File: src/rtl/uart_move_parser.sv
// uart_move_parser
// Parses tic-tac-toe commands from the uart receive character stream.
//   "P<d><CR>" : play cell d (ASCII '1'..'9'), held as move_pos 0..8 under
//                a move_valid/move_ready handshake.
//   "R<CR>"    : one-cycle restart pulse.
// LF characters are ignored everywhere. Parity failures, malformed commands,
// inter-character gaps and characters arriving while a move is pending
// produce a one-cycle err pulse with a sticky err_code.
//
// Ports
//   clk          system clock, rising edge
//   reset        asynchronous active-high reset
//   rx_data      received character (valid with rx_valid)
//   rx_valid     one-cycle strobe per received character
//   rx_parity_ok parity verdict for rx_data
//   move_pos     decoded cell index 0..8, stable while move_valid
//   move_valid   decoded move pending
//   move_ready   consumer accepts the pending move
//   restart      one-cycle pulse on "R<CR>"
//   err          one-cycle error pulse
//   err_code     0 parity, 1 syntax, 2 timeout, 3 overrun; held until next err
module uart_move_parser #(
   parameter int DATA_W      = 7,
   parameter int GAP_TIMEOUT = 21700,
   parameter int TMR_W       = 15
) (
   input  logic              clk,
   input  logic              reset,
   input  logic [DATA_W-1:0] rx_data,
   input  logic              rx_valid,
   input  logic              rx_parity_ok,
   output logic [3:0]        move_pos,
   output logic              move_valid,
   input  logic              move_ready,
   output logic              restart,
   output logic              err,
   output logic [1:0]        err_code
);

   typedef enum logic [2:0] {
      IDLE    = 3'd0,
      GOT_P   = 3'd1,
      GOT_R   = 3'd2,
      GOT_DIG = 3'd3,
      HOLD    = 3'd4
   } state_t;

   localparam logic [TMR_W-1:0] TMR_LAST = TMR_W'(GAP_TIMEOUT - 1);

   localparam logic [1:0] E_PARITY  = 2'd0;
   localparam logic [1:0] E_SYNTAX  = 2'd1;
   localparam logic [1:0] E_TIMEOUT = 2'd2;
   localparam logic [1:0] E_OVERRUN = 2'd3;

   function automatic logic is_p(input logic [DATA_W-1:0] c);
      return (c == DATA_W'('h50)) || (c == DATA_W'('h70));
   endfunction

   function automatic logic is_r(input logic [DATA_W-1:0] c);
      return (c == DATA_W'('h52)) || (c == DATA_W'('h72));
   endfunction

   function automatic logic is_dig(input logic [DATA_W-1:0] c);
      return (c >= DATA_W'('h31)) && (c <= DATA_W'('h39));
   endfunction

   function automatic logic is_cr(input logic [DATA_W-1:0] c);
      return c == DATA_W'('h0D);
   endfunction

   function automatic logic is_lf(input logic [DATA_W-1:0] c);
      return c == DATA_W'('h0A);
   endfunction

   state_t             state, state_n;
   logic [3:0]         digit_q, digit_n;
   logic [3:0]         pos_n;
   logic               restart_n, err_n;
   logic [1:0]         code_n;
   logic [TMR_W-1:0]   timer, timer_n;

   always_ff @(posedge clk or posedge reset) begin
      if (reset) begin
         state    <= IDLE;
         digit_q  <= '0;
         move_pos <= '0;
         restart  <= 1'b0;
         err      <= 1'b0;
         err_code <= '0;
         timer    <= '0;
      end else begin
         state    <= state_n;
         digit_q  <= digit_n;
         move_pos <= pos_n;
         restart  <= restart_n;
         err      <= err_n;
         err_code <= code_n;
         timer    <= timer_n;
      end
   end

   assign move_valid = (state == HOLD);

   always_comb begin
      state_n   = state;
      digit_n   = digit_q;
      pos_n     = move_pos;
      restart_n = 1'b0;
      err_n     = 1'b0;
      code_n    = err_code;
      // Timer defaults to 0: this covers IDLE/HOLD, state entry and every
      // accepted character. Only an idle cycle in a GOT_* state counts up.
      timer_n   = '0;

      if (state == HOLD) begin
         // Parity is irrelevant here; any real character is an overrun.
         if (rx_valid && !is_lf(rx_data)) begin
            err_n  = 1'b1;
            code_n = E_OVERRUN;
         end
         if (move_ready)
            state_n = IDLE;
      end else if (rx_valid && !rx_parity_ok) begin
         err_n   = 1'b1;
         code_n  = E_PARITY;
         state_n = IDLE;
      end else if (rx_valid && !is_lf(rx_data)) begin
         case (state)
            IDLE: begin
               if (is_p(rx_data))
                  state_n = GOT_P;
               else if (is_r(rx_data))
                  state_n = GOT_R;
            end
            GOT_P: begin
               if (is_dig(rx_data)) begin
                  // '1'..'9' low nibble is 1..9, so nibble-1 is the cell index.
                  digit_n = rx_data[3:0] - 4'd1;
                  state_n = GOT_DIG;
               end else begin
                  err_n  = 1'b1;
                  code_n = E_SYNTAX;
                  // A stray P restarts the command rather than dropping it.
                  state_n = is_p(rx_data) ? GOT_P : IDLE;
               end
            end
            GOT_DIG: begin
               if (is_cr(rx_data)) begin
                  pos_n   = digit_q;
                  state_n = HOLD;
               end else begin
                  err_n   = 1'b1;
                  code_n  = E_SYNTAX;
                  state_n = is_p(rx_data) ? GOT_P : IDLE;
               end
            end
            GOT_R: begin
               if (is_cr(rx_data)) begin
                  restart_n = 1'b1;
                  state_n   = IDLE;
               end else begin
                  err_n   = 1'b1;
                  code_n  = E_SYNTAX;
                  state_n = is_p(rx_data) ? GOT_P : IDLE;
               end
            end
            default: state_n = IDLE;
         endcase
      end else if (state != IDLE) begin
         // Mid-command with no character this cycle (LF counts as none).
         if (timer == TMR_LAST) begin
            err_n   = 1'b1;
            code_n  = E_TIMEOUT;
            state_n = IDLE;
         end else begin
            timer_n = timer + 1'b1;
         end
      end
   end

endmodule

File: config.mk
export PLATFORM = sky130hd
export DESIGN_NAME = uart_move_parser
export DESIGN_NICKNAME = d
export VERILOG_FILES = /design/src/rtl/uart_move_parser.sv
export SDC_FILE = /design/constraint.sdc
export NUM_CORES = 1
export LEC_CHECK = 0
export ABC_AREA = 0
export BUFFER_PORTS_ARGS = -buffer_cell sky130_fd_sc_hd__buf_4
export CAP_MARGIN = 30
export CORE_MARGIN = 3
export CORE_UTILIZATION = 39
export CTS_BUF_LIST = sky130_fd_sc_hd__clkbuf_2
export CTS_CLUSTER_DIAMETER = 120
export DETAILED_ROUTE_END_ITERATION = 10
export PLACE_DENSITY = 0.72
export SYNTH_ARGS = -nofsm -noshare
export SYNTH_HDL_FRONTEND = slang
export SYNTH_SLANG_ARGS = --single-unit
export TNS_END_PERCENT = 50
File: constraint.sdc
create_clock -name clk -period 1.67 [get_ports clk]
set_input_delay 0 -clock clk [delete_from_list [all_inputs] [get_ports clk]]
set_output_delay 0 -clock clk [all_outputs]
set_load 0.1 [all_outputs]
==> results.md, run 1 <==
CTS:
- No sink is reached through more buffers than the 2 on the longest clock path.
- The number of clock buffers inserted by TritonCTS is 5.
- The cell chosen for the clock root is sky130_fd_sc_hd__clkbuf_2.
- The clock tree from TritonCTS is built.
- Clock latency on the worst-skew pair, taken at its later pin, is ~0.36 ns.
- Counting every sink on the clock net gives 30.
- After clock tree synthesis, the clock-pin slew on the worst setup and hold paths is 0.16 ns.
- The level count of the clock H-tree is 2.

Worst hold path:
- The end of the worst hold path is digit_q[1].
- In this run the worst hold path is classified as in2reg.
- In this run the most critical hold path is launched from rx_data[1].
- The number of instances on the worst hold path is 4.

Synthesis:
- After synthesis, the cell types taking the most area are sky130_fd_sc_hd__dfrtp_1 46%, sky130_fd_sc_hd__nor2_1 5.7%, sky130_fd_sc_hd__mux2_2 4.8%.
- The cell area that synthesis handed to floorplanning was 1640 um2.
- Counting flops with an async set or reset pin after synthesis yields a share of 1.00.
- The number of distinct library cells after synthesis is 39.
- The synthesized design spends more area on one cell type than any other, namely sky130_fd_sc_hd__dfrtp_1.
- Among all flip-flop cells after synthesis, the most frequent one is sky130_fd_sc_hd__dfrtp_1.
- The number of warning messages in the yosys log is 0.
- After synthesis the netlist holds a flip-flop and latch count of 30.
- The share of the synthesized area in the top cell type is 0.459.
- Counting every net in the synthesized netlist gives 180.
- Yosys mapped a number of flops with a built-in enable equal to 0.
- The sequential fraction of the synthesis area is 0.459.
- A synthesized cell averages around 10 um2.
- The gate count of the mapped netlist is 164.

Detailed routing:
- The final route contains 1398 vias.
- The count of unresolved DRC violations after routing is 0.
- Dividing the detail-routed via count by the number of cells gives 5.07.
- The total wirelength of the detailed-routed design is 3.64 mm.
- In the final routed layout, each cell accounts on average for 13.2 um.
- The number of optimization iterations in the first detailed-route pass is 4.
- In this run the remaining antenna-violating nets after routing total 0.
- The DRC violation total after the first TritonRoute iteration is 65.

Critical path:
- STA classifies the critical path endpoint as a register.
- The critical path is of the reg2reg type.
- The critical path startpoint is timer[1].
- The setup slack of the most critical reg-to-reg path is -0.02 ns.
- The startpoint identified for the worst register-to-register timing path is timer[1].
- The data arrival time of the critical path is 1.98 ns.
- The worst setup path is launched from a register.
- The worst register-to-register path ends at timer[7].
- The depth of the worst register-to-register path is 7.
- At the worst endpoint, the required time is 1.96 ns.
- Along the worst path, the maximum fanout reaches 8.

GRT:
- The number of global-route vias before repair is 1339.
- The total global routing track utilization is 0.150.
- The initial antenna violation count was 0.
- The total congestion overflow is 0.
- The first global-routing pass estimated between 6 and 7 mm of wire.
- Entering global routing, the biggest net connects 31 pins.

Final layout:
- The fraction of final layout cells with drive strength greater than 1 is 0.412.
- In the layout the commonest cells are 52 x sky130_fd_sc_hd__buf_4, 29 x sky130_fd_sc_hd__dfrtp_1, 17 x sky130_fd_sc_hd__nor2_1.
- From synthesis to final layout, the design area changed by 38.1%.
- Leaving out fill and tap cells, the most frequent cell in the layout is sky130_fd_sc_hd__buf_4.
- The post-layout utilization of the core is 0.586.
- The number of nets in the layout is 243.
- 0 antenna diodes ended up in the layout.

STA:
- The final count of hold timing violations is 0.
- The post-route worst hold slack is 0.0453 ns.
- The number of pins with negative max-slew slack in the final report came to 0.
- The setup-violating endpoint count in the final report is 6.
- The smallest clock period supported by the final layout is computed as 1.69 ns.
- Static timing analysis puts the maximum clock frequency at 0.592 GHz.
- The worst max-slew margin expressed relative to the limit is 0.752.
- Between clock sinks in the finished design, the worst skew comes to ~0.018 ns.
- Dividing the final minimum period by the clock period gives 1.01.
- The final worst-path setup slack is -0.0192 ns.
- The slew of the pin with the lowest slew margin is 0.372 ns.
- Setup repair after global routing could not meet its margin everywhere.

Place:
- The congestion estimate from routability-driven global placement came to slightly above 0.8.
- After legalization and detailed placement, the total HPWL measured 2.52 mm.
- The number of port buffers is 20.

Floorplan:
- During I/O placement, the number of pins put on the boundary was 21.
- The floorplan has 22 rows.
- The overall die width is 70.8 um.
- The vertical die dimension is 70.8 um.
- The floorplan die area is roughly 5000 um2.
- The floorplan core area is 3850 um2.
- The effective utilization at floorplan is 0.424.

Outcome:
- The run finished, with violations left.
- The final reports fail on setup timing.

Flow run:
- The max capacitance violation total is 0.

Power:
- The cell leakage power is 1.05 nW.
- For this design the ratio of total power to cell area is 610 nW/um2.
- VDD sags by at most 0.420 mV.
-- where the power goes --
part | internal (W) | leakage [nW] | switching [W]
Combinational | 0.000124 | 0.609 | 0.000152
Clock | 0.000103 | 0.0304 | 0.000247
Sequential | 0.000741 | 0.409 | 0.0000114
-- metal layers --
layer	part of all wire	vias to the layer above	GRT usage
li1	-	697	-
met1	0.46	661	0.211
met2	0.47	35	0.223
met3	0.050	5	0.0384
met4	0.012	0	0.0543
met5	0	-	0
-- through the flow --
| step | setup TNS [ns] | instance area, um2 | cells | worst slack (ns) | total power (W) |
|---|---|---|---|---|---|
| floorplan | -1.01 | 1650 | 164 | -0.290 | 0.000904 |
| global placement | 0 | 2020 | 255 | 0.0199 | 0.000982 |
| detailed placement | -0.113 | 2020 | 255 | -0.0491 | 0.000985 |
| CTS | -0.0485 | 2140 | 268 | -0.00965 | 0.00135 |
| global route | -1.13 | 2260 | 276 | -0.0704 | 0.00144 |
| finish | -0.0707 | 2260 | 276 | -0.0192 | 0.00138 |
-- synth_stat cells (3+ instances only) --
| library cell | count |
|---|---|
| sky130_fd_sc_hd__nand4_1 | 6 |
| sky130_fd_sc_hd__inv_1 | 11 |
| sky130_fd_sc_hd__mux2_2 | 7 |
| sky130_fd_sc_hd__a21oi_1 | 4 |
| sky130_fd_sc_hd__xor2_1 | 6 |
| sky130_fd_sc_hd__nor2_1 | 25 |
| sky130_fd_sc_hd__nand2_1 | 10 |
| sky130_fd_sc_hd__dfrtp_1 | 30 |
| sky130_fd_sc_hd__a31oi_1 | 3 |
| sky130_fd_sc_hd__ha_1 | 4 |
| sky130_fd_sc_hd__and3_1 | 3 |
| sky130_fd_sc_hd__nand3_1 | 5 |
| sky130_fd_sc_hd__nor3_1 | 4 |
| sky130_fd_sc_hd__xnor2_1 | 9 |
| sky130_fd_sc_hd__nand3b_1 | 3 |
| sky130_fd_sc_hd__o21ai_0 | 5 |
| sky130_fd_sc_hd__nor2b_1 | 3 |
-- logic make-up after synthesis --
family / share of synthesized area
flip-flops: 0.459
AND/OR/NAND/NOR: 0.236
adder cells (fa/ha/maj): 0.0306
buffers and inverters: 0.0413
AO/OA/AOI/OAI: 0.0918
XOR/XNOR: 0.0803
multiplexers: 0.0604
-- flip-flops by register name, summed over array words and instances, names as in the netlist --
signal    cells
err           1
restart       1
digit_q       4
state         3
err_code      2
move_pos      4
timer        15
-- worst max-delay path, stage by stage (launching register included) --
cell and delay [ns]:
sky130_fd_sc_hd__dfrtp_1 0.41, sky130_fd_sc_hd__ha_2 0.19, sky130_fd_sc_hd__nor4bb_2 0.16, sky130_fd_sc_hd__nand4_1 0.08
sky130_fd_sc_hd__buf_4 0.12, sky130_fd_sc_hd__or3b_4 0.40, sky130_fd_sc_hd__buf_8 0.16, sky130_fd_sc_hd__nor2_2 0.10
-- layout make-up --
cell class | instances | area, um2
clock buffer | 6 | 30.0
clock inverter | 2 | 8.76
fill | 338 | 1600
inverter | 11 | 45.0
multi-input combinational | 120 | 883
sequential | 30 | 752
tap | 48 | 60.1
timing repair buffer | 59 | 479
-- worst max path at each step --
| stage | endpoint | slack [ns] | cells past startpoint |
|---|---|---|---|
| after floorplan | err_code[0] | -0.29 | 7 |
| after global placement | err_code[0] | 0.02 | 6 |
| after detailed placement | state[1] | -0.05 | 6 |
| after CTS | timer[3] | -0.01 | 7 |
| after global routing | timer[5] | -0.07 | 7 |
| final | timer[7] | -0.02 | 7 |
-- timing repair --
item,in CTS,in global routing
endpoints found under the hold margin,31,0
hold buffers,2,0
resized for setup,14,15
setup endpoints to repair,19,26
pin swaps,5,9
cloned,1,0
setup buffers,2,8
Power figures use the tool's default switching activity.
==> run 2: changes to the inputs <==
CORE_UTILIZATION = 35   (was 39)
PLACE_DENSITY = 0.67   (was 0.72)
==> results.md, run 2 (synthesis gave the netlist of run 1 again) <==
Final layout:
- The storage element area is 751 um2 (-0.17%).
- timer holds more flip-flops than any other register.
- The number of fillers in the final layout came to 430 (+27%).
- The post-layout utilization of the core is 0.488 (-0.0981).
- The area of all placed cells without fillers came to 2170 um2 (-4.0%).
- The antenna diode count is 0 (unchanged).
- In the layout the commonest cells are 47 x sky130_fd_sc_hd__buf_4, 30 x sky130_fd_sc_hd__dfrtp_1, 20 x sky130_fd_sc_hd__nor2_1.
- The number of nets in the layout came to 236 (-2.9%).
- The area overhead of the layout relative to synthesis is 32.6%.
- The fraction of final layout cells with drive strength greater than 1 is 0.367 (-0.0458).
- In the final layout, the registers with the most flip-flops are timer (15), digit_q (4), move_pos (4).
- The number of flip-flops under the largest register name is 15 (unchanged).
- The number of standard cells in the final layout excluding fillers came to 273 (-1.1%).
- The library cell used most frequently in the layout, excluding fill and tap cells, is sky130_fd_sc_hd__buf_4.
- The area taken by multi-input logic gates is 853 um2 (-3.4%).

Critical path:
- The data arrival time of the critical path is 1.95 ns (-0.03 ns).
- The setup slack of the most critical reg-to-reg path is 0.003 ns (+0.02 ns).
- The depth of the worst register-to-register path is 7 (unchanged).
- The element type at the critical path start is a register.
- The critical path startpoint is timer[0].
- The worst setup path is of the reg2reg kind.
- The worst-path maximum fanout was 15 (+7).
- The required time at the worst-slack endpoint is 1.95 ns (about the same).
- The launching point of the worst reg2reg path is timer[0].
- The worst setup path is captured at a register.

CTS:
- The number of clock sinks was 30 (unchanged).
- The number of clock buffers inserted by TritonCTS came to 5 (unchanged).
- The level count of the clock H-tree is 2 (unchanged).
- The clock transition at the registers of the reported paths came to 0.16 ns (about the same).
- The clock tree from TritonCTS is built.
- The maximum buffer depth of the clock tree is 2 (unchanged).
- The cell chosen for the clock root is sky130_fd_sc_hd__clkbuf_2.
- The clock latency on the worst-skew pair came to 0.37 ns (about the same).

Floorplan:
- The effective utilization at floorplan is 0.368 (-0.0564).
- The placement row count is 24 (+9.1%).
- The floorplan core area is 4440 um2 (+15%).
- The overall die width came to 74.4 um (+5.1%).
- The vertical die dimension came to 74.4 um (+5.1%).
- The floorplan die area was 5530 um2 (+10%).
- The I/O pin total is 21 (unchanged).

Detailed routing:
- The via-per-instance ratio is 4.83 (-4.7%).
- The total wirelength of the detailed-routed design is 3.29 mm (-9.5%).
- The DRC violation total after the first TritonRoute iteration is 43 (-34%).
- The routed wire length on met2 was 1.52 mm (-12%).
- The amount of wire on met3 after detailed routing is 120 um (-34%).
- The uppermost layer routed is met4.
- The number of routed nets with antenna violations is 0 (unchanged).
- The post-route met1 wirelength came to 1.61 mm (-4.3%).
- The number of optimization iterations in the first detailed-route pass is 4 (unchanged).
- The count of unresolved DRC violations after routing was 0 (unchanged).
- The total via count after detailed routing was 1318 (-5.7%).
- The routed wirelength normalized by instance count is 12.1 um (-8.5%).

Place:
- The number of port buffers is 20 (unchanged).
- The cell area reported after detailed placement is 2030 um2 (+0.62%).
- The final HPWL from detailed placement is 2.47 mm (-1.9%).
- The number of placed cells counting well taps is 260 (+2.0%).
- The final weighted congestion in routability-driven placement is 0.785 (-5.5%).

Power:
- The power density of the placed cells is 617 nW/um2 (+1.2%).
- The cell leakage power is 1.01 nW (-3.8%).
- The peak supply drop is 0.442 mV (+5.3%).

GRT:
- The pin count of the biggest net entering global routing was 31 (unchanged).
- The initial antenna violation count is 0 (unchanged).
- The number of global-route vias before repair was 1278 (-4.6%).
- The total congestion overflow is 0 (unchanged).
- The total global routing track utilization was 0.131 (-0.0189).
- The wire length of the first global-routing pass is 5.61 mm (-7.2%).

STA:
- The clock skew is 0.0242 ns (+0.00618 ns).
- The maximum clock frequency is 0.600 GHz (+1.3%).
- Setup repair after global routing could not meet its margin everywhere.
- The clock period minus final worst setup slack is 1.67 ns (-0.0218 ns).
- The part of the cycle the worst path needs is 0.998 (-0.0130).
- The post-route worst hold slack is 0.0338 ns (-0.0115 ns).
- The slew of the pin with the lowest slew margin is 0.368 ns (-0.00366 ns).
- The setup-violating endpoint count in the final report was 0 (-6).
- The number of pins with negative max-slew slack in the final report is 0 (unchanged).
- The final count of hold timing violations is 0 (unchanged).
- The worst max-slew margin expressed relative to the limit is 0.754 (+0.00244).

Flow run:
- The max capacitance violation total is 0 (unchanged).

Worst hold path:
- The worst hold path belongs to the class in2reg.
- The number of instances on the worst hold path is 4 (unchanged).
- The startpoint of the tightest hold check path is rx_data[1].

Outcome:
- The run finished with clean final reports.
-- run 2: changes by cell type in the layout (fill, tap and decap cells not counted), sizes merged --
cell  change
buf       -7
-- run 2: cell type report --
class                      instances  share of cell area
multi-input combinational        120               0.394
sequential                        30               0.346
timing repair buffer              52               0.192
tap                               52              0.0300
inverter                          11              0.0208
clock buffer                       6              0.0138
clock inverter                     2             0.00404
-- run 2: timing repair --
action | in CTS | in global routing
hold buffers | 2 | 0
gates resized for setup | 8 | 9
hold endpoints to repair | 31 | 0
endpoints found under the setup margin | 18 | 25
pin swaps | 4 | 2
buffers inserted | 1 | 2
-- run 2: path summary, 6_finish.rpt --
| path | end |
|---|---|
| worst max register to register | timer[12] |
| worst max-delay path | timer[12] |
| max in group asynchronous | timer[12] |
| min in group asynchronous | state[1] |
| worst min register to register | restart |
| worst min-delay path | digit_q[1] |
-- run 2: power breakdown --
| part | switching [W] | total [W] | internal (W) | leakage (nW) |
|---|---|---|---|---|
| Sequential | 0.00000987 | 0.000750 | 0.000740 | 0.410 |
| Clock | 0.000244 | 0.000347 | 0.000103 | 0.0304 |
| Combinational | 0.000138 | 0.000241 | 0.000103 | 0.568 |
| Total | 0.000392 | 0.00134 | 0.000946 | 1.01 |
-- run 2: worst max-delay path, cell delays in order (launching register included) --
cell	delay [ns]
sky130_fd_sc_hd__dfrtp_1	0.41
sky130_fd_sc_hd__ha_2	0.18
sky130_fd_sc_hd__nor4bb_1	0.12
sky130_fd_sc_hd__nand4_1	0.10
sky130_fd_sc_hd__buf_4	0.13
sky130_fd_sc_hd__or3b_1	0.35
sky130_fd_sc_hd__buf_6	0.16
sky130_fd_sc_hd__nor2_1	0.11
-- run 2: layer usage --
metal | track usage | up-vias
met1 | 0.181 | 606
met5 | 0 | -
met3 | 0.0365 | 7
met4 | 0.0356 | 0
li1 | - | 683
met2 | 0.204 | 22
-- run 2: stage by stage --
step	TNS (ns)	total power (W)	setup WS [ns]
2_1_floorplan	-1.01	0.000904	-0.290
3_3_place_gp	0	0.000988	0.0264
3_5_place_dp	-0.0859	0.000989	-0.0664
4_1_cts	0	0.00135	0.000488
5_1_grt	-0.918	0.00141	-0.0653
6_report	0	0.00134	0.00252
==> run 3: changes to the inputs <==
CTS_BUF_LIST = unset   (was sky130_fd_sc_hd__clkbuf_2)
==> results.md, run 3 (synthesis gave the netlist of run 1 again) <==
Floorplan:
- The floorplan core area is 4440 um2 (unchanged).
- The I/O pin total is 21 (unchanged).
- The overall die width is 74.4 um (unchanged).
- The effective utilization at floorplan is 0.368 (unchanged).
- The vertical die dimension is 74.4 um (unchanged).
- The floorplan die area is 5530 um2 (unchanged).
- The placement row count is 24 (unchanged).

STA:
- The final worst-path setup slack came to -0.0415 ns (-0.0440 ns).
- The clock skew is 0.00792 ns (-0.0162 ns).
- The worst max-slew margin expressed relative to the limit is 0.751 (-0.00352).
- The part of the cycle the worst path needs came to 1.02 (+0.0264).
- The setup-violating endpoint count in the final report was 15 (+15).
- The slew of the pin with the lowest slew margin is 0.374 ns (+0.00529 ns).
- The number of pins with negative max-slew slack in the final report was 0 (unchanged).
- The maximum clock frequency is 0.584 GHz (-2.6%).
- The clock period minus final worst setup slack was 1.71 ns (+0.0440 ns).
- The final count of hold timing violations was 0 (unchanged).
- Setup repair after global routing could not meet its margin everywhere.

CTS:
- The clock latency on the worst-skew pair is 0.28 ns (-0.09 ns).
- The maximum buffer depth of the clock tree is 2 (unchanged).
- TritonCTS built the clock tree.
- The level count of the clock H-tree is 2 (unchanged).
- Clock tree synthesis selected as its root buffer the cell sky130_fd_sc_hd__clkbuf_8.
- The number of clock buffers inserted by TritonCTS came to 5 (unchanged).
- The number of clock sinks came to 30 (unchanged).
- The clock transition at the registers of the reported paths is 0.06 ns (-0.10 ns).

Detailed routing:
- The number of optimization iterations in the first detailed-route pass is 4 (unchanged).
- The count of unresolved DRC violations after routing is 0 (unchanged).
- The total wirelength of the detailed-routed design came to 3.63 mm (+10%).
- The DRC violation total after the first TritonRoute iteration is 62 (+44%).
- The total via count after detailed routing is 1345 (+2.0%).
- The number of routed nets with antenna violations is 0 (unchanged).
- The routed wirelength normalized by instance count is 13.3 um (+10%).
- The via-per-instance ratio is 4.93 (+2.0%).

Power:
- The relative contribution of combinational cells to total power is 0.175 (-0.005).
- The peak supply drop is 0.539 mV (+22%).
- The sequential share of power was 0.463 (-0.097).
- The internal power is 0.00119 W (+26%).
- The cell leakage power is 1.03 nW (+2.6%).
- The power spent charging and discharging nets was 0.000429 W (+9.4%).
- The share of power burned in the clock network is 0.362 (+0.103).
- The power density of the placed cells was 688 nW/um2 (+12%).
- The net switching share of the total power is 0.265 (-0.0287).

GRT:
- The number of global-route vias before repair is 1287 (+0.70%).
- The global-route met3 utilization is 0.0405 (+0.00405).
- The wire length of the first global-routing pass came to 5.66 mm (+0.87%).
- The routing usage on met1 is 0.182 (+0.000842).
- The total global routing track utilization is 0.133 (+0.00141).
- The pin count of the biggest net entering global routing is 31 (unchanged).
- The initial antenna violation count is 0 (unchanged).
- The most used routing layer in global routing is met2.
- The total congestion overflow came to 0 (unchanged).
- The global routing usage on met2 is 0.205 (+0.000984).

Critical path:
- The critical path startpoint is timer[1].
- In this run the critical register-to-register path is launched from timer[1].
- The element type at the critical path start is a register.
- The type of element capturing the critical path is a register.
- The kind of cell with the highest combined delay on the critical path is simple AND/OR/NAND/NOR gates.
- The required time at the worst-slack endpoint came to 1.88 ns (-0.07 ns).
- The number of buffers and inverters on the critical path was 2 (unchanged).
- The data arrival time of the critical path came to 1.92 ns (-0.03 ns).
- The type of the setup path with the least slack is reg2reg.
- The critical path goes through ha_2 > nor4bb_4 > nand4_1 > buf_4 > or3b_4 > buf_12 > nor2_4.
- The largest individual stage delay along the critical path comes from the cell sky130_fd_sc_hd__or3b_4.
- The delay of the slowest critical-path stage is 0.41 ns (about the same).
- The worst-path maximum fanout is 8 (-7).

Final layout:
- The area of all placed cells without fillers was 2360 um2 (+8.7%).
- The number of standard cells in the final layout excluding fillers was 273 (unchanged).
- The number of nets in the layout is 236 (unchanged).
- The largest registers in the layout are timer (15), digit_q (4), move_pos (4).
- The top cell types in the final layout, fill and taps aside, are 47 x sky130_fd_sc_hd__buf_4, 30 x sky130_fd_sc_hd__dfrtp_1, 14 x sky130_fd_sc_hd__nor2_4.
- The top register by number of flip-flops is timer.
- The fraction of final layout cells with drive strength greater than 1 is 0.434 (+0.0679).
- The library cell used most frequently in the layout, excluding fill and tap cells, is sky130_fd_sc_hd__buf_4.
- The antenna diode count is 0 (unchanged).
- Relative to the synthesized area, the layout overhead comes to 44.1%.
- The number of flip-flops under the largest register name is 15 (unchanged).
- The number of fillers in the final layout was 395 (-8.1%).

Place:
- The final HPWL from detailed placement is 2.47 mm (unchanged).
- The final weighted congestion in routability-driven placement is 0.785 (unchanged).
- The cell area reported after detailed placement is 2030 um2 (unchanged).
- The number of port buffers is 20 (unchanged).
- The number of placed cells counting well taps is 260 (unchanged).

Outcome:
- The run finished, with violations left.
- The checks that failed: setup timing.

Worst hold path:
- The class of the most critical hold timing path is in2reg.
- The startpoint of the tightest hold check path is rx_valid.

Flow run:
- The max capacitance violation total is 0 (unchanged).
==> run 3: changes by cell type in the layout (fill, tap and decap cells not counted), moves of 3 or more <==
cell	change
sky130_fd_sc_hd__clkbuf_2	-6
sky130_fd_sc_hd__clkbuf_8	+6
sky130_fd_sc_hd__nor2_1	-11
sky130_fd_sc_hd__nor2_2	-3
sky130_fd_sc_hd__nor2_4	+14
==> run 3: per-layer routing <==
metal	wire, um	part of all wire	vias up
li1	-	-	682
met1	1670	0.46	635
met2	1800	0.49	23
met3	137	0.038	5
met4	25	0.0069	0
met5	0	0	-
==> run 3: power groups by stage <==
stage / Combinational, W / Clock [W] / Sequential [W]
floorplan: 0.0000969 / 0 / 0.000807
global placement: 0.000226 / 0 / 0.000762
detailed placement: 0.000227 / 0 / 0.000762
CTS: 0.000232 / 0.000614 / 0.000750
global route: 0.000306 / 0.000645 / 0.000752
finish: 0.000284 / 0.000587 / 0.000752
==> run 3: tightest hold or removal path: stages <==
cell and delay (ns):
sky130_fd_sc_hd__buf_4 0.11, sky130_fd_sc_hd__a2bb2oi_2 0.07, sky130_fd_sc_hd__a31oi_1 0.14
==> run 3: layout make-up <==
type	count	area [um2]	share of cell area
inverter	11	45.0	0.0191
tap	52	65.1	0.0276
clock buffer	7	86.3	0.0366
clock inverter	1	5.00	0.00212
multi-input combinational	120	980	0.416
timing repair buffer	52	425	0.180
sequential	30	751	0.318
==> run 3: worst paths after layout <==
kind	cells past startpoint	to	slack, ns
setup / recovery	7	timer[12]	-0.04
hold / removal	3	err	0.09
max in group asynchronous	4	timer[12]	1.04
hold reg to reg	1	restart	0.50
setup reg to reg	7	timer[12]	-0.04
min in group asynchronous	4	timer[0]	0.35
==> run 3: repair_timing <==
action                                  CTS  global route
hold buffers                              1             0
pin swaps                                 4            17
resized for setup                         3            48
endpoints found under the setup margin   16            25
buffers inserted                          0             3
cloned                                    0             1
hold endpoints to repair                 30             0
==> run 3: stage by stage <==
step | power, W | hold WS (ns) | util | TNS (ns) | setup WS [ns]
2_1_floorplan | 0.000904 | 0.0908 | - | -1.01 | -0.290
3_3_place_gp | 0.000988 | 0.101 | 0.457 | 0 | 0.0264
3_5_place_dp | 0.000989 | 0.0996 | 0.457 | -0.0859 | -0.0664
4_1_cts | 0.00159 | 0.0797 | 0.482 | -0.000542 | -0.000542
5_1_grt | 0.00170 | 0.0956 | 0.530 | -1.29 | -0.0914
6_report | 0.00162 | 0.0930 | 0.530 | -0.427 | -0.0415
